==> config.mk <==
export PLATFORM = sky130hd
export DESIGN_NAME = adv_i2c_config
export DESIGN_NICKNAME = d
export VERILOG_FILES = /design/src/rtl/adv_i2c_config.sv
export SDC_FILE = /design/constraint.sdc
export NUM_CORES = 1
export LEC_CHECK = 0
export CAP_MARGIN = 20
export CORE_UTILIZATION = 35
export CTS_BUF_LIST = sky130_fd_sc_hd__clkbuf_16
export DETAILED_ROUTE_END_ITERATION = 8
export GPL_TIMING_DRIVEN = 1
export PLACE_DENSITY = 0.52
export SYNTH_ARGS = -nofsm -noshare
export SYNTH_HDL_FRONTEND = slang
export SYNTH_SLANG_ARGS = --single-unit
==> constraint.sdc <==
create_clock -name clk -period 4.3 [get_ports clk]
set_input_delay 1.075 -clock clk [delete_from_list [all_inputs] [get_ports clk]]
set_output_delay 1.075 -clock clk [all_outputs]
set_load 0.1 [all_outputs]
==> src/rtl/adv_i2c_config.sv <==
// ADV7511 power-up register sequencer driving an I2C byte-write master.
// Optional `ADV_CFG_HPD_RERUN_EN: rerun the table on a hot-plug rising edge.
module adv_i2c_config #(
  parameter logic [6:0]  DEV_ADDR       = 7'h39,
  parameter int unsigned STARTUP_CYCLES = 200000,
  parameter int unsigned RETRY_MAX      = 3,
  parameter int unsigned RETRY_GAP      = 1000,
  parameter int unsigned ACK_TIMEOUT    = 65535
) (
  input  logic       clk,
  input  logic       reset,
  input  logic       hpd,
  output logic       cmd_valid,
  input  logic       cmd_ready,
  output logic [6:0] cmd_addr,
  output logic [7:0] cmd_reg,
  output logic [7:0] cmd_data,
  input  logic       done_valid,
  input  logic       done_nack,
  output logic       cfg_busy,
  output logic       cfg_done,
  output logic       cfg_error,
  output logic [3:0] err_index
);

  localparam int unsigned CNT_W      = 32;
  localparam int unsigned IDX_W      = 4;
  localparam int unsigned ATT_W      = 8;
  localparam int unsigned RERUN_WAIT = 1024;
  localparam logic [IDX_W-1:0] LAST_IDX = IDX_W'(11);

  typedef enum logic [2:0] {
    S_WAIT_START, S_ISSUE, S_WAIT_ACK, S_NEXT, S_RETRY_WAIT, S_DONE, S_ERROR
  } state_e;

  state_e             state_q, state_d;
  logic [IDX_W-1:0]   idx_q, idx_d;
  logic [ATT_W-1:0]   att_q, att_d, att_next;
  logic [CNT_W-1:0]   cnt_q, cnt_d, start_last;
  logic               cmd_valid_q, cfg_busy_q, cfg_done_q, cfg_error_q;
  logic [7:0]         cmd_reg_q, cmd_data_q;
  logic [3:0]         err_index_q;
  logic               rerun_q, rerun_d, hpd_rise;

  // Fixed register/value table, {reg, data}
  function automatic logic [15:0] table_entry(input logic [IDX_W-1:0] idx);
    case (idx)
      4'd0:    table_entry = 16'h4110;
      4'd1:    table_entry = 16'h9803;
      4'd2:    table_entry = 16'h9AE0;
      4'd3:    table_entry = 16'h9C30;
      4'd4:    table_entry = 16'h9D61;
      4'd5:    table_entry = 16'hA2A4;
      4'd6:    table_entry = 16'hA3A4;
      4'd7:    table_entry = 16'hE0D0;
      4'd8:    table_entry = 16'hF900;
      4'd9:    table_entry = 16'h1600;
      4'd10:   table_entry = 16'hAF06;
      4'd11:   table_entry = 16'hD6C0;
      default: table_entry = 16'h0000;
    endcase
  endfunction

`ifdef ADV_CFG_HPD_RERUN_EN
  logic [1:0] hpd_sync_q;
  logic       hpd_prev_q;

  always_ff @(posedge clk or posedge reset) begin
    if (reset) begin
      hpd_sync_q <= 2'b00;
      hpd_prev_q <= 1'b0;
    end else begin
      hpd_sync_q <= {hpd_sync_q[0], hpd};
      hpd_prev_q <= hpd_sync_q[1];
    end
  end

  assign hpd_rise   = hpd_sync_q[1] & ~hpd_prev_q;
  assign start_last = rerun_q ? CNT_W'(RERUN_WAIT - 1) : CNT_W'(STARTUP_CYCLES - 1);
`else
  logic unused_hpd;
  assign unused_hpd = hpd;
  assign hpd_rise   = 1'b0;
  assign start_last = CNT_W'(STARTUP_CYCLES - 1);
`endif

  assign att_next = att_q + ATT_W'(1);

  always_comb begin
    state_d = state_q;
    idx_d   = idx_q;
    att_d   = att_q;
    cnt_d   = cnt_q;
    rerun_d = rerun_q;
    case (state_q)
      S_WAIT_START: begin
        cnt_d = cnt_q + CNT_W'(1);
        if (cnt_q >= start_last) begin
          cnt_d   = '0;
          state_d = S_ISSUE;
        end
      end
      S_ISSUE: begin
        if (cmd_ready) begin
          cnt_d   = '0;
          state_d = S_WAIT_ACK;
        end
      end
      S_WAIT_ACK: begin
        cnt_d = cnt_q + CNT_W'(1);
        if (done_valid && !done_nack) begin
          state_d = S_NEXT;
        end else if (done_valid || (cnt_q == CNT_W'(ACK_TIMEOUT - 1))) begin
          cnt_d   = '0;
          att_d   = att_next;
          state_d = (CNT_W'(att_next) < CNT_W'(RETRY_MAX)) ? S_RETRY_WAIT : S_ERROR;
        end
      end
      S_NEXT: begin
        att_d = '0;
        if (idx_q == LAST_IDX) begin
          state_d = S_DONE;
        end else begin
          idx_d   = idx_q + IDX_W'(1);
          state_d = S_ISSUE;
        end
      end
      S_RETRY_WAIT: begin
        cnt_d = cnt_q + CNT_W'(1);
        if (cnt_q >= CNT_W'(RETRY_GAP - 1)) begin
          cnt_d   = '0;
          state_d = S_ISSUE;
        end
      end
      S_DONE, S_ERROR: begin
        // Hot-plug wipes the transmitter's registers, so start over quickly
        if (hpd_rise) begin
          idx_d   = '0;
          att_d   = '0;
          cnt_d   = '0;
          rerun_d = 1'b1;
          state_d = S_WAIT_START;
        end
      end
      default: state_d = S_WAIT_START;
    endcase
  end

  // Outputs are registered from next-state so they line up with state_q
  always_ff @(posedge clk or posedge reset) begin
    if (reset) begin
      state_q     <= S_WAIT_START;
      idx_q       <= '0;
      att_q       <= '0;
      cnt_q       <= '0;
      rerun_q     <= 1'b0;
      cmd_valid_q <= 1'b0;
      cmd_reg_q   <= 8'h00;
      cmd_data_q  <= 8'h00;
      cfg_busy_q  <= 1'b0;
      cfg_done_q  <= 1'b0;
      cfg_error_q <= 1'b0;
      err_index_q <= 4'h0;
    end else begin
      state_q     <= state_d;
      idx_q       <= idx_d;
      att_q       <= att_d;
      cnt_q       <= cnt_d;
      rerun_q     <= rerun_d;
      cmd_valid_q <= (state_d == S_ISSUE);
      if (state_d == S_ISSUE) begin
        {cmd_reg_q, cmd_data_q} <= table_entry(idx_d);
      end
      cfg_busy_q  <= (state_d != S_DONE) && (state_d != S_ERROR);
      cfg_done_q  <= (state_d == S_DONE);
      cfg_error_q <= (state_d == S_ERROR);
      err_index_q <= (state_d == S_ERROR) ? idx_d : 4'h0;
    end
  end

  assign cmd_valid = cmd_valid_q;
  assign cmd_addr  = DEV_ADDR;
  assign cmd_reg   = cmd_reg_q;
  assign cmd_data  = cmd_data_q;
  assign cfg_busy  = cfg_busy_q;
  assign cfg_done  = cfg_done_q;
  assign cfg_error = cfg_error_q;
  assign err_index = err_index_q;

endmodule
Word level (Yosys, flattened, before mapping) --
Memory sizes are Yosys's and may differ from the RTL's. A register that Yosys moved wholly into a read port is not among the register bits. Cells that the tools add are included.
Cells by class: $add $sub $neg 3, $lt $le $gt $ge 3, eq/ne operators 16, muxes and demuxes 20, reduce and logical (&&, ||, !) cells 10
Operators with widths (number):
- $mux 32 | 5
- $pmux 32 s4 | 1
- $add 32x1->32 const B | 1
- $eq 32x16->1 const B | 1
- $ge 32x10->1 const B | 1
- $ge 32x18->1 const B | 1
- $mux 3 | 6
- $pmux 3 s6 | 1
- $mux 8 | 2
- $pmux 8 s2 | 1
- $eq 3x3->1 const B | 5
- $mux 4 | 3
- $add 8x1->8 const B | 1
- $lt 8x2->1 const B | 1
- $eq 3x1->1 const B | 2
- $eq 3x2->1 const B | 2
- $ne 2x2->1 const B | 3
- $ne 3x3->1 const B | 2
- $add 4x1->4 const B | 1
- $eq 4x4->1 const B | 1
- $reduce_bool 4->1 | 1
- $logic_not 3->1 | 1
- $reduce_and 3->1 | 1
- $logic_and 1x1->1 | 2
- other kinds (6) | 6
Storage, ports and cells: flip-flop bits (word level) 63, bits in read-only memories 240, bits of input ports 6, output and inout bits 31, logic and storage cells 63, memories 1
Memory list:
- (no name shown) | words 16, width 15, rd ports 1, clocked after Yosys merged registers in 1, wr ports 0, line 47 | case (idx)

Depth between registers and ports, before layout --
Gate-level depths: netlist of the first run.
depth in word-level cells 8, mapped depth 11, gate-level depth less buffers 10

Worst setup path before layout of the first run --
OpenSTA, ideal clock, no wires.
path type in2reg, start input port done_valid, end register cmd_data_q[0], in the netlist cmd_data[0], library setup time 0.125 ns, arrival time 2.983 ns, data required time 4.175 ns, slack 1.192 ns, stages on the path 7, buffers on the path 1, path through or4b_4 > or4_4 > o311ai_4 > nor2_2 > nand2_4 > buf_12 > mux2_4
Between the ends: cells in the longest elaborated chain, start to end 5, elaborated cells between the ends (all ways) 6, those cells by class 1 x eq/ne; 3 x mux; 2 x reduce/logical
RTL lines:
- start, declared | line 18 | input logic done_valid,
- $logic_or 1x1->1 | line 113 | end else if (done_valid || (cnt_q == CNT_W'(ACK_TIMEOUT - 1))) begin
- $mux 3 | line 113
- $mux 3 (*) | line 111 | if (done_valid && !done_nack) begin
- $pmux 3 s6 (*) | line 95 | case (state_q)
- via state_d[2] | line 36 | state_e state_q, state_d;
- $eq 3x1->1 (*) | line 171 | if (state_d == S_ISSUE) begin
- end, declared | line 41 | logic [7:0] cmd_reg_q, cmd_data_q;
The timed path passes the listed nets; every way through them passes the cells marked *. A chain may end at the register's enable or synchronous reset.

Worst setup path in the final report of the first run --
start input port done_valid, end register cnt_q[23]
Between the ends: cells in the longest elaborated chain, start to end 4, elaborated cells between the ends (all ways) 5, those cells by class 3 x mux; 2 x reduce/logical
RTL lines:
- $logic_or 1x1->1 | line 113
- $mux 32 | line 113
- $mux 32 (*) | line 111
- $pmux 32 s4 (*) | line 95
- end signal, assigned | line 168 | cnt_q <= cnt_d;
- end, declared | line 39 | logic [CNT_W-1:0] cnt_q, cnt_d, start_last;
Every way passes the cells marked *; elsewhere a longest branch is shown, timed or not.

==> metrics.log, run 1 <==
[metrics] status: finished, final reports clean
[metrics] hold buffer count at cts: 0
[metrics] clock buffer count from CTS: 9
[metrics] power after layout: ~1.4 mW
[metrics] clk slew on worst S/H paths: 50 ps
[metrics] detail-routed via count per cell: a little over 5
[metrics] total power divided by cell area: 293 mW/mm^2
[metrics] I/O pin total: 37
[metrics] max frequency: 283 MHz
[metrics] gp weighted congestion: about 0.76
[metrics] number of nets with antenna violations after routing: 0
[metrics] Hold Path Cell Cnt: 1
[metrics] Worst Hold Margin: 506 ps
[metrics] setup fix buffers added after clock tree synthesis: 0
[metrics] post-synthesis cell type count: 64
[metrics] cell family with the largest share of critical-path delay: simple AND/OR/NAND/NOR gates
[metrics] worst setup skew after layout: about 4.9 ps
[metrics] critical register-to-register path startpoint: state_q[0]
[metrics] endpoint required time on the critical path: approximately 4500 ps
[metrics] r2r endpoint: cmd_reg[6]
[metrics] DP Cell Count: a little under 600
[metrics] transition time at the pin with the least slew margin: 985 ps
[metrics] standby leakage power: 2.11 nW
[metrics] Max clock buf depth: 2
[metrics] number of H-tree branching levels: 3
[metrics] met3 wire length: 168 um
[metrics] # Max-Cap Violations: 0
[metrics] cells along the critical path: clkdlybuf4s50_1 -> or4b_4 -> o41a_1 -> nor3_4 -> a31o_4 -> and2_1 -> buf_4 -> nor2_1
[metrics] synthesis warning total: 0
[metrics] via count of the first global-routing pass: 2894
[metrics] most common cell after layout, fill and taps aside: dfrtp_1
[metrics] TritonCTS clock tree: built
[metrics] die area: 0.0119 mm^2
[metrics] Max VDD drop: 0.161 mV
[metrics] starting density of the core: 36.5%
[metrics] critical path class: in2reg
[metrics] synthesized netlist cell count: 427
[metrics] Mapped Avg Cell Area: 9.44 um^2
[metrics] share of the cycle needed by the critical path after routing: 82.1%
[metrics] met2 routed wirelength: 4020 um
[metrics] routed len/inst: 14.3 um
[metrics] # fillers: between 1000 and 1500
[metrics] final critical delay including setup and external delays: 3530 ps
[metrics] Netlist Area Pre-Place: 0.00403 mm^2
[metrics] first-pass GRT wire length: between 10000 and 15000 um
[metrics] Post-synth ARST share: 100%
[metrics] Clk Tree Root Cell: clkbuf_16
[metrics] commonest cells after routing, fill and taps aside: 70 x dfrtp_1, 51 x nor2_1, 50 x nand2_1, 27 x clkdlybuf4s50_1, 22 x o21ai_0
[metrics] Post-DP HPWL: 5880 um
[metrics] hold_sp: cmd_reg[1]
[metrics] number of pins exceeding their max-slew limit in the final report: 0
[metrics] Hold WC Path Type: reg2reg
[metrics] setup total negative slack: 0 ps
[metrics] total number of placement rows: 38
[metrics] DRC: 0
[metrics] detailed-route via count: 3058
[metrics] Die W: approximately 110 um
[metrics] headroom to the max-slew limit: 33.9%
[metrics] Critical Path End Type: flip-flop
[metrics] unrepaired setup endpoints after global routing: false
[metrics] final setup vio count: 0
[metrics] number of flip-flops under the largest register name: 32
[metrics] FF+latch count, synth: 70
[metrics] Post-Layout Cell Count: 594
[metrics] Largest stage delay, worst path: 570 ps
[metrics] area growth from synthesis to final layout: 14.8%
[metrics] final layout net count: 468
[metrics] overall global routing resource usage: 15.7%
[metrics] violation count after the first detailed-routing iteration: 112
[metrics] final antenna diode count: 0
[metrics] Primary FF master, synth: dfrtp_1
[metrics] worst endpoint data arrival time: 3740 ps
[metrics] endpoint of the worst hold-timing path: cmd_reg[1]
[metrics] startpoint type of the worst setup path: input pin
[metrics] highest signal layer in the routed design: met4
[metrics] Max Fanout on Critical Path: 17
[metrics] buffering stage count on the worst path with inverters included: 2
[metrics] FF-to-FF path depth: 7
[metrics] core outline area: 0.0110 mm^2
[metrics] CTS Sinks: 70
[metrics] share of cells above drive strength 1: 9.91%
[metrics] maximum number of pins on one net before global-route repair: 28
[metrics] logic depth of the worst setup path including buffers: 8
[metrics] overflow left after global routing: 0
[metrics] vertical die dimension: 109 um
[metrics] setup slack, reg-to-reg: 1050 ps
[metrics] number of resized instances in the post-cts repair step: 0
[metrics] routed length on met1: approximately 4200 um
[metrics] clock latency of the later-clocked register in the worst-skew pair: between 300 and 400 ps
[metrics] initial antenna violation count: 0
[metrics] Post-Route WL: 8510 um
[metrics] EDFF count, synth: 0
[metrics] slowest library cell on the worst path: or4b_4
[metrics] detailed-router iteration count before antenna repair: 4
[metrics] hold violation count in the final report: 0
[metrics] count of buffers inserted at the top-level ports: 27
[metrics] proportion of synthesized chip area in sequential cells: 43.5%
## cells in the mapped netlist (9+ instances only)
library cell / n / area share, %
nand3_1: 10 / 1.2
nor2_1: 51 / 4.8
buf_4: 9 / 1.7
ha_1: 10 / 3.1
xnor2_1: 13 / 2.8
mux2_4: 9 / 3.4
clkbuf_1: 10 / 0.93
and3_1: 10 / 1.6
inv_1: 16 / 1.5
nor3_1: 11 / 1.4
a21oi_1: 16 / 2.0
dfrtp_1: 70 / 43
xor2_1: 13 / 2.8
nand2_1: 50 / 4.7
o21ai_0: 22 / 2.7
## report_power, final
part / total [mW] / switching [mW] / internal, mW
clock network: 0.631 / 0.257 / 0.374
logic: 0.0594 / 0.0504 / 0.00907
registers: 0.665 / 0.00343 / 0.661
total: 1.36 / 0.311 / 1.04
## stage by stage
| step | setup slack [ps] | area, um^2 | util [%] |
|---|---|---|---|
| final | 768 | 4630 | 41.9 |
| after global routing | 665 | 4630 | 41.9 |
| after CTS | 800 | 4630 | 41.9 |
| after detailed placement | 450 | 4380 | 39.7 |
| after global placement | 479 | 4380 | 39.7 |
| after floorplan | 1190 | 4050 | - |
## routing by layer
layer	global-route usage, %	vias up
li1	-	1534
met1	21.1	1481
met2	24.9	32
met3	2.43	11
met4	6.86	0
met5	0	-
## worst reg2reg max path, cell delays in order, from the launching register on
cell and delay, ps:
dfrtp_1 610, and3b_1 380, and4_1 240, xnor2_1 770, clkinv_1 530, nand2_1 230
o22ai_1 100, mux2_4 270
## how the worst max path moves through the flow
stage	from	endpoint	slack, ps
3_5_place_dp	done_valid	cnt_q[30]	450
5_1_grt	done_valid	cnt_q[23]	660
6_report	done_valid	cnt_q[23]	770
2_1_floorplan	done_valid	cmd_data[0]	1190
4_1_cts	done_valid	cnt_q[23]	800
3_3_place_gp	done_valid	cnt_q[23]	480
## layout make-up
class	instances	area (um^2)	area share, %
clock buffer	9	225	4.87
clock inverter	4	17.5	0.379
inverter	17	63.8	1.38
multi-input combinational	322	2090	45.1
sequential	70	1750	37.9
tap	140	175	3.79
timing repair buffer	32	308	6.65
## kinds of logic after synthesis
family          synth area share (%)
compound gates                  12.9
xor+xnor                        5.65
fa+ha+maj                       3.11
buf+inv                         5.31
flops                           43.5
mux                             6.15
other cells                    0.186
simple gates                    23.2
(Power assumes the default switching activity.)
==> run 2: changes to the inputs <==
- clock period: 4.3 -> 3.69 ns (I/O delays scaled with it)
==> run 2 against run 1 <==
Routed wire length grew 2.8%; critical path depth shrank 1; sequential share of layout area shrank 1.0 points; design area grew 2.8%; combinational power grew 18%; register-to-register slack lost 450 ps; non-clock buffer count grew 3; global-route usage grew 1.0 points; clock skew shrank 0.56 ps; sequential cell count is the same; largest cell class unchanged.
==> metrics.log, run 2 (synthesized netlist as in run 1, its figures left out) <==
[metrics] number of flip-flops under the largest register name: 32 (unchanged)
[metrics] share of the cycle needed by the critical path after routing: 87.2%
[metrics] Die W: 109 um (unchanged)
[metrics] detailed-route via count: 3066 (was 3058)
[metrics] buffering stage count on the worst path with inverters included: 1 (was 2)
[metrics] critical path class: in2reg (unchanged)
[metrics] total number of placement rows: 38 (unchanged)
[metrics] overflow left after global routing: 0 (unchanged)
[metrics] DRC: 0 (unchanged)
[metrics] final standard cell area without fillers: 0.00476 mm^2 (was 0.00463 mm^2)
[metrics] unrepaired setup endpoints after global routing: false (unchanged)
[metrics] setup fix buffers added after clock tree synthesis: 0 (unchanged)
[metrics] worst setup path endpoint: cmd_reg[1] (was cnt_q[23])
[metrics] share of cells above drive strength 1: 11.1% (was 9.91%)
[metrics] commonest cells after routing, fill and taps aside: 70 x dfrtp_1, 51 x nor2_1, 50 x nand2_1, 26 x clkdlybuf4s50_1, 22 x o21ai_0 (was 70 x dfrtp_1, 51 x nor2_1, 50 x nand2_1, 27 x clkdlybuf4s50_1, 22 x o21ai_0)
[metrics] # Max-Cap Violations: 0 (unchanged)
[metrics] starting density of the core: 36.5% (unchanged)
[metrics] gp weighted congestion: 0.781 (was 0.762)
[metrics] Hold WC Path Type: reg2reg (unchanged)
[metrics] hold violation count in the final report: 0 (unchanged)
[metrics] Max Fanout on Critical Path: 16 (was 17)
[metrics] number of H-tree branching levels: 3 (unchanged)
[metrics] CTS Sinks: 70 (unchanged)
[metrics] power after layout: 1.81 mW (was 1.36 mW)
[metrics] die area: 0.0119 mm^2 (unchanged)
[metrics] via count of the first global-routing pass: 3137 (was 2894)
[metrics] r2r endpoint: cmd_reg[1] (was cmd_reg[6])
[metrics] Worst Hold Margin: 508 ps (was 506 ps)
[metrics] FF-to-FF path depth: 7 (unchanged)
[metrics] logic depth of the worst setup path including buffers: 7 (was 8)
[metrics] vertical die dimension: 109 um (unchanged)
[metrics] setup total negative slack: 0 ps (unchanged)
[metrics] number of resized instances in the post-cts repair step: 0 (unchanged)
[metrics] total power divided by cell area: 380 mW/mm^2 (was 293 mW/mm^2)
[metrics] dpl cell area: 0.00443 mm^2 (was 0.00438 mm^2)
[metrics] setup slack, reg-to-reg: 600 ps (was 1050 ps)
[metrics] final critical delay including setup and external delays: 3220 ps
[metrics] Max clock buf depth: 2 (unchanged)
[metrics] Post-DP HPWL: 6010 um (was 5880 um)
[metrics] source of the critical timing path: done_valid (unchanged)
[metrics] headroom to the max-slew limit: 34.7% (was 33.9%)
[metrics] number of nets with antenna violations after routing: 0 (unchanged)
[metrics] Max VDD drop: 0.173 mV (was 0.161 mV)
[metrics] startpoint type of the worst setup path: input pin (unchanged)
[metrics] core outline area: 0.0110 mm^2 (unchanged)
[metrics] number of pins exceeding their max-slew limit in the final report: 0 (unchanged)
[metrics] clk slew on worst S/H paths: 50 ps (about the same)
[metrics] maximum number of pins on one net before global-route repair: 41 (was 28)
[metrics] cells along the critical path: clkdlybuf4s50_1 -> or4b_4 -> or4_4 -> o311ai_4 -> nor2_2 -> nand2_4 -> mux2_2 (was clkdlybuf4s50_1 -> or4b_4 -> o41a_1 -> nor3_4 -> a31o_4 -> and2_1 -> buf_4 -> nor2_1)
[metrics] area growth from synthesis to final layout: 18.1% (was 14.8%)
[metrics] standby leakage power: 2.18 nW (was 2.11 nW)
[metrics] initial antenna violation count: 0 (unchanged)
[metrics] worst setup skew after layout: 4.29 ps (was 4.85 ps)
[metrics] Clk Tree Root Cell: clkbuf_16 (unchanged)
[metrics] detail-routed via count per cell: 5.12 (was 5.15)
[metrics] TritonCTS clock tree: built (unchanged)
[metrics] critical register-to-register path startpoint: state_q[2] (was state_q[0])
[metrics] detailed-router iteration count before antenna repair: 4 (unchanged)
[metrics] final setup vio count: 0 (unchanged)
[metrics] clock buffer count from CTS: 9 (unchanged)
[metrics] slowest library cell on the worst path: or4b_4 (unchanged)
[metrics] Critical Path End Type: flip-flop (unchanged)
[metrics] status: finished, final reports clean (unchanged)
[metrics] final layout net count: 471 (was 468)
[metrics] I/O pin total: 37 (unchanged)
[metrics] hold buffer count at cts: 0 (unchanged)
[metrics] worst endpoint data arrival time: 3430 ps (was 3740 ps)
[metrics] hold_sp: cmd_data[6] (was cmd_reg[1])
[metrics] endpoint required time on the critical path: 3910 ps (was 4510 ps)
[metrics] max frequency: 311 MHz
[metrics] cell family with the largest share of critical-path delay: simple AND/OR/NAND/NOR gates (unchanged)
[metrics] violation count after the first detailed-routing iteration: 89 (was 112)
[metrics] transition time at the pin with the least slew margin: 977 ps (was 985 ps)
[metrics] overall global routing resource usage: 16.7% (was 15.7%)
[metrics] routed len/inst: 14.6 um (was 14.3 um)
[metrics] count of buffers inserted at the top-level ports: 27 (unchanged)
[metrics] most common cell after layout, fill and taps aside: dfrtp_1 (unchanged)
[metrics] Largest stage delay, worst path: 570 ps (about the same)
[metrics] Post-Route WL: 8750 um (was 8510 um)
[metrics] clock latency of the later-clocked register in the worst-skew pair: 330 ps (about the same)
[metrics] final antenna diode count: 0 (unchanged)
[metrics] first-pass GRT wire length: 15500 um (was 14500 um)
run 2: area by class of cell:
cell class,count,area (um^2)
multi-input cells,322,2090
flip-flops and latches,70,1750
clock inverters,6,103
well taps,140,175
clock buffers,9,225
fillers,1077,6270
inverters,17,63.8
repair buffers,35,353
run 2: how the worst min path moves through the flow:
stage	end	cells past startpoint
3_3_place_gp	cmd_data[7]	1
6_report	cmd_data[6]	1
5_1_grt	cmd_data[6]	1
4_1_cts	cmd_reg[0]	1
3_5_place_dp	cmd_reg[0]	1
2_1_floorplan	cnt_q[31]	2
run 2: metal layers:
layer	track usage (%)	share of wire, %	vias up
met5	0	0	-
met4	6.10	1.3	0
met3	3.08	2.4	8
met2	26.5	48	37
met1	22.7	48	1492
li1	-	-	1529
run 2: where the power goes:
| group | internal (mW) | switching [mW] | leakage [nW] |
|---|---|---|---|
| Sequential | 0.771 | 0.00405 | 0.926 |
| Combinational | 0.0113 | 0.0588 | 1.09 |
| Clock | 0.650 | 0.314 | 0.164 |
run 2: metrics by stage:
| stage | worst slack [ps] | std cells | util (%) |
|---|---|---|---|
| 2_1_floorplan | 735 | 433 | - |
| 3_3_place_gp | 161 | 584 | 40.2 |
| 3_5_place_dp | 117 | 584 | 40.2 |
| 4_1_cts | 469 | 599 | 43.1 |
| 5_1_grt | 317 | 599 | 43.1 |
| 6_report | 474 | 599 | 43.1 |
==> run 3: changes to the inputs <==
- ABC_AREA: default -> 1
- CORE_UTILIZATION: 35 -> 55
- PLACE_DENSITY: 0.52 -> 0.75
==> run 3 against run 2 <==
Sequential share of layout area shrank 1.5 points; fmax grew 16%; power grew 74%; sequential cell count is the same; core utilization grew 21 points; cell count grew 21%; worst setup slack gained 440 ps; global-route usage grew 9.5 points; synthesized cell count grew 37%; critical endpoint is now cmd_reg[6]; design area grew 4.2%; highest routed layer unchanged; die area shrank 31%; clock skew grew 2.6 ps.
==> metrics.log, run 3 <==
[metrics] dominant combinational cell family by area after synthesis: simple AND/OR/NAND/NOR gates (unchanged)
[metrics] startpoint type of the worst setup path: flip-flop (was input pin)
[metrics] routed len/inst: 14.0 um (was 14.6 um)
[metrics] Commonest cells post-synth: 134 x nand2_1, 94 x nor2_1, 70 x dfrtp_1 (was 70 x dfrtp_1, 51 x nor2_1, 50 x nand2_1)
[metrics] Post-synth ARST share: 100% (unchanged)
[metrics] clk slew on worst S/H paths: 60 ps (was 50 ps)
[metrics] # Max-Cap Violations: 0 (unchanged)
[metrics] FF-to-FF path depth: 11 (was 7)
[metrics] fraction of synthesized cell area in xor and xnor cells: 5.22% (was 5.65%)
[metrics] hold violation count in the final report: 0 (unchanged)
[metrics] detailed-router iteration count before antenna repair: 5 (was 4)
[metrics] Hold Path Cell Cnt: 2 (was 1)
[metrics] number of flip-flops under the largest register name: 32 (unchanged)
[metrics] final antenna diode count: 0 (unchanged)
[metrics] CTS Sinks: 70 (unchanged)
[metrics] proportion of synthesized chip area in sequential cells: 40.2% (was 43.5%)
[metrics] Max VDD drop: 0.764 mV (was 0.173 mV)
[metrics] area share of the leading cell type in the synthesized netlist: 40.2% (was 43.5%)
[metrics] Critical Path End Type: output pin (was flip-flop)
[metrics] most frequent cell after synthesis: nand2_1 (was dfrtp_1)
[metrics] final setup vio count: 0 (unchanged)
[metrics] Clk Tree Root Cell: clkbuf_16 (unchanged)
[metrics] I/O pin total: 37 (unchanged)
[metrics] setup fix buffers added after clock tree synthesis: 0 (unchanged)
[metrics] slowest library cell on the worst path: clkdlybuf4s50_1 (was or4b_4)
[metrics] area growth from synthesis to final layout: 13.7% (was 18.1%)
[metrics] Netlist Area Pre-Place: 0.00436 mm^2 (was 0.00403 mm^2)
[metrics] Post-DP HPWL: 7220 um (was 6010 um)
[metrics] Hold WC Path Type: reg2reg (unchanged)
[metrics] setup slack, reg-to-reg: 1090 ps (was 600 ps)
[metrics] maximum number of pins on one net before global-route repair: 71 (was 41)
[metrics] post-synthesis adder-cell area fraction: 2.87% (was 3.11%)
[metrics] unrepaired setup endpoints after global routing: false (unchanged)
[metrics] EDFF count, synth: 0 (unchanged)
[metrics] Max clock buf depth: 2 (unchanged)
[metrics] compound-gate portion of the synthesized area: 7.23% (was 12.9%)
[metrics] multiplexer fraction of the synthesized cell area: 0% (was 6.15%)
[metrics] hold buffer count at cts: 0 (unchanged)
[metrics] clock latency of the later-clocked register in the worst-skew pair: 330 ps (about the same)
[metrics] total power divided by cell area: 635 mW/mm^2 (was 380 mW/mm^2)
[metrics] number of pins exceeding their max-slew limit in the final report: 0 (unchanged)
[metrics] post-layout worst setup margin: 914 ps (was 474 ps)
[metrics] cell family with the largest share of critical-path delay: buffers and inverters (was simple AND/OR/NAND/NOR gates)
[metrics] status: finished, final reports clean (unchanged)
[metrics] synthesis warning total: 0 (unchanged)
[metrics] setup total negative slack: 0 ps (unchanged)
[metrics] endpoint required time on the critical path: 2770 ps (was 3910 ps)
[metrics] starting density of the core: 56.7% (was 36.5%)
[metrics] Post-Route WL: 10100 um (was 8750 um)
[metrics] final critical delay including setup and external delays: 2780 ps (was 3220 ps)
[metrics] Largest stage delay, worst path: 1140 ps (was 570 ps)
[metrics] most common cell after layout, fill and taps aside: nand2_1 (was dfrtp_1)
[metrics] overflow left after global routing: 0 (unchanged)
[metrics] Primary FF master, synth: dfrtp_1 (unchanged)
[metrics] number of nets with antenna violations after routing: 0 (unchanged)
[metrics] FF+latch count, synth: 70 (unchanged)
[metrics] number of H-tree branching levels: 3 (unchanged)
[metrics] Die W: 91.0 um (was 109 um)
[metrics] leading area contributor after synthesis: dfrtp_1 (unchanged)
[metrics] total number of placement rows: 32 (was 38)
[metrics] die area: 0.00829 mm^2 (was 0.0119 mm^2)
[metrics] critical path class: reg2out (was in2reg)
[metrics] Post-Layout Cell Count: 722 (was 599)
[metrics] critical register-to-register path startpoint: state_q[0] (was state_q[2])
[metrics] initial antenna violation count: 0 (unchanged)
[metrics] number of resized instances in the post-cts repair step: 0 (unchanged)
[metrics] headroom to the max-slew limit: 33.7% (was 34.7%)
[metrics] Mapped Avg Cell Area: 7.43 um^2 (was 9.44 um^2)
[metrics] worst endpoint data arrival time: 1850 ps (was 3430 ps)
[metrics] logic depth of the worst setup path including buffers: 1 (was 7)
[metrics] TritonCTS clock tree: built (unchanged)
[metrics] vertical die dimension: 91.0 um (was 109 um)
[metrics] hold_sp: cmd_reg[0] (was cmd_data[6])
[metrics] detailed-route via count: 3906 (was 3066)
[metrics] standby leakage power: 2.28 nW (was 2.18 nW)
[metrics] Max Fanout on Critical Path: 2 (was 16)
[metrics] share of synthesized cell area in and, or, nand and nor gates: 35.2% (was 23.2%)
[metrics] DP Cell Count: 707 (was 584)
[metrics] clock buffer count from CTS: 9 (unchanged)
[metrics] core outline area: 0.00769 mm^2 (was 0.0110 mm^2)
[metrics] commonest cells after routing, fill and taps aside: 134 x nand2_1, 94 x nor2_1, 70 x dfrtp_1, 61 x inv_1, 30 x nand3_1 (was 70 x dfrtp_1, 51 x nor2_1, 50 x nand2_1, 26 x clkdlybuf4s50_1, 22 x o21ai_0)
[metrics] gp weighted congestion: 0.917 (was 0.781)
[metrics] cells along the critical path: clkdlybuf4s50_1 (was clkdlybuf4s50_1 -> or4b_4 -> or4_4 -> o311ai_4 -> nor2_2 -> nand2_4 -> mux2_2)
[metrics] post-placement setup slack: 579 ps (was 117 ps)
[metrics] via count of the first global-routing pass: 3754 (was 3137)
[metrics] share of cells above drive strength 1: 9.52% (was 11.1%)
[metrics] overall global routing resource usage: 26.2% (was 16.7%)
[metrics] synthesized netlist cell count: 587 (was 427)
[metrics] share of the cycle needed by the critical path after routing: 75.2% (was 87.2%)
[metrics] leading cell types by total area after synthesis: dfrtp_1 40%, nand2_1 12%, nor2_1 8.1%, inv_1 5.3%, xor2_1 4.2% (was dfrtp_1 43%, nor2_1 4.8%, nand2_1 4.7%, mux2_4 3.4%, ha_1 3.1%)
[metrics] endpoint of the worst hold-timing path: cmd_reg[0] (was cmd_data[6])
[metrics] DRC: 0 (unchanged)
[metrics] post-synthesis cell type count: 41 (was 64)
[metrics] dpl cell area: 0.00466 mm^2 (was 0.00443 mm^2)
[metrics] max frequency: 360 MHz (was 311 MHz)
[metrics] first-pass GRT wire length: 17200 um (was 15500 um)
[metrics] final standard cell area without fillers: 0.00496 mm^2 (was 0.00476 mm^2)
[metrics] violation count after the first detailed-routing iteration: 234 (was 89)
[metrics] final layout net count: 632 (was 471)
[metrics] detail-routed via count per cell: 5.41 (was 5.12)
[metrics] transition time at the pin with the least slew margin: 991 ps (was 977 ps)
[metrics] r2r endpoint: cmd_reg[6] (was cmd_reg[1])
[metrics] worst setup skew after layout: 6.91 ps (was 4.29 ps)
[metrics] buffering stage count on the worst path with inverters included: 1 (unchanged)
[metrics] count of buffers inserted at the top-level ports: 27 (unchanged)
[run 3: cell count changes after synthesis, sizes merged, moves of 6 or more]
cell / delta
nor2: +49
nand4: +24
and3: -10
inv: +53
xor2: +8
nand2: +99
o22ai: +6
mux2: -16
nand3: +22
clkbuf: -8
o21ai: +6
a22o: -8
xnor2: -8
[run 3: cell type report]
class,count,area (um^2)
fillers,674,2730
multi-input cells,435,2230
flip-flops and latches,70,1750
repair buffers,30,285
inverters,70,265
clock buffers,9,225
well taps,102,128
clock inverters,6,71.3
[run 3: worst max path at each step]
stage / start / to / slack [ps]
floorplan: reset / att_q[0] / 1000
global placement: done_valid / cmd_reg[1] / 660
detailed placement: done_valid / cmd_data[4] / 580
CTS: cmd_data[5] / cmd_data[5] / 900
global route: done_valid / cmd_reg[5] / 720
finish: cmd_reg[6] / cmd_reg[6] / 910
[run 3: power by group]
group / switching (mW) / internal (mW) / total, mW
Sequential: 0.107 / 0.888 / 0.996
Combinational: 0.966 / 0.320 / 1.29
Clock: 0.340 / 0.525 / 0.865
[run 3: cells by family after synthesis]
logic type / count (synthesis)
other: 2
XOR/XNOR: 26
buffers and inverters: 88
adder cells (fa/ha/maj): 10
flip-flops: 70
AND/OR/NAND/NOR: 336
AO/OA/AOI/OAI: 55
[run 3: per-stage QoR]
step	hold slack [ps]	util, %	total power, mW
finish	483	64.5	3.15
floorplan	523	-	2.02
global placement	468	60.6	2.27
detailed placement	468	60.6	2.29
global route	504	64.5	3.32
CTS	485	64.5	3.17
[run 3: metal layers]
metal  vias up  share of wire (%)  GRT usage [%]
li1       1933                  -              -
met1      1851                 43           31.0
met2        97                 50           46.0
met3        25                4.2           6.20
met4         0                2.7           10.3
met5         -                  0              0
[run 3: tightest hold or removal path, cell delays in order, from the launching register on]
cell,delay (ps)
dfrtp_1,340
nand2_1,60
nand2_1,50
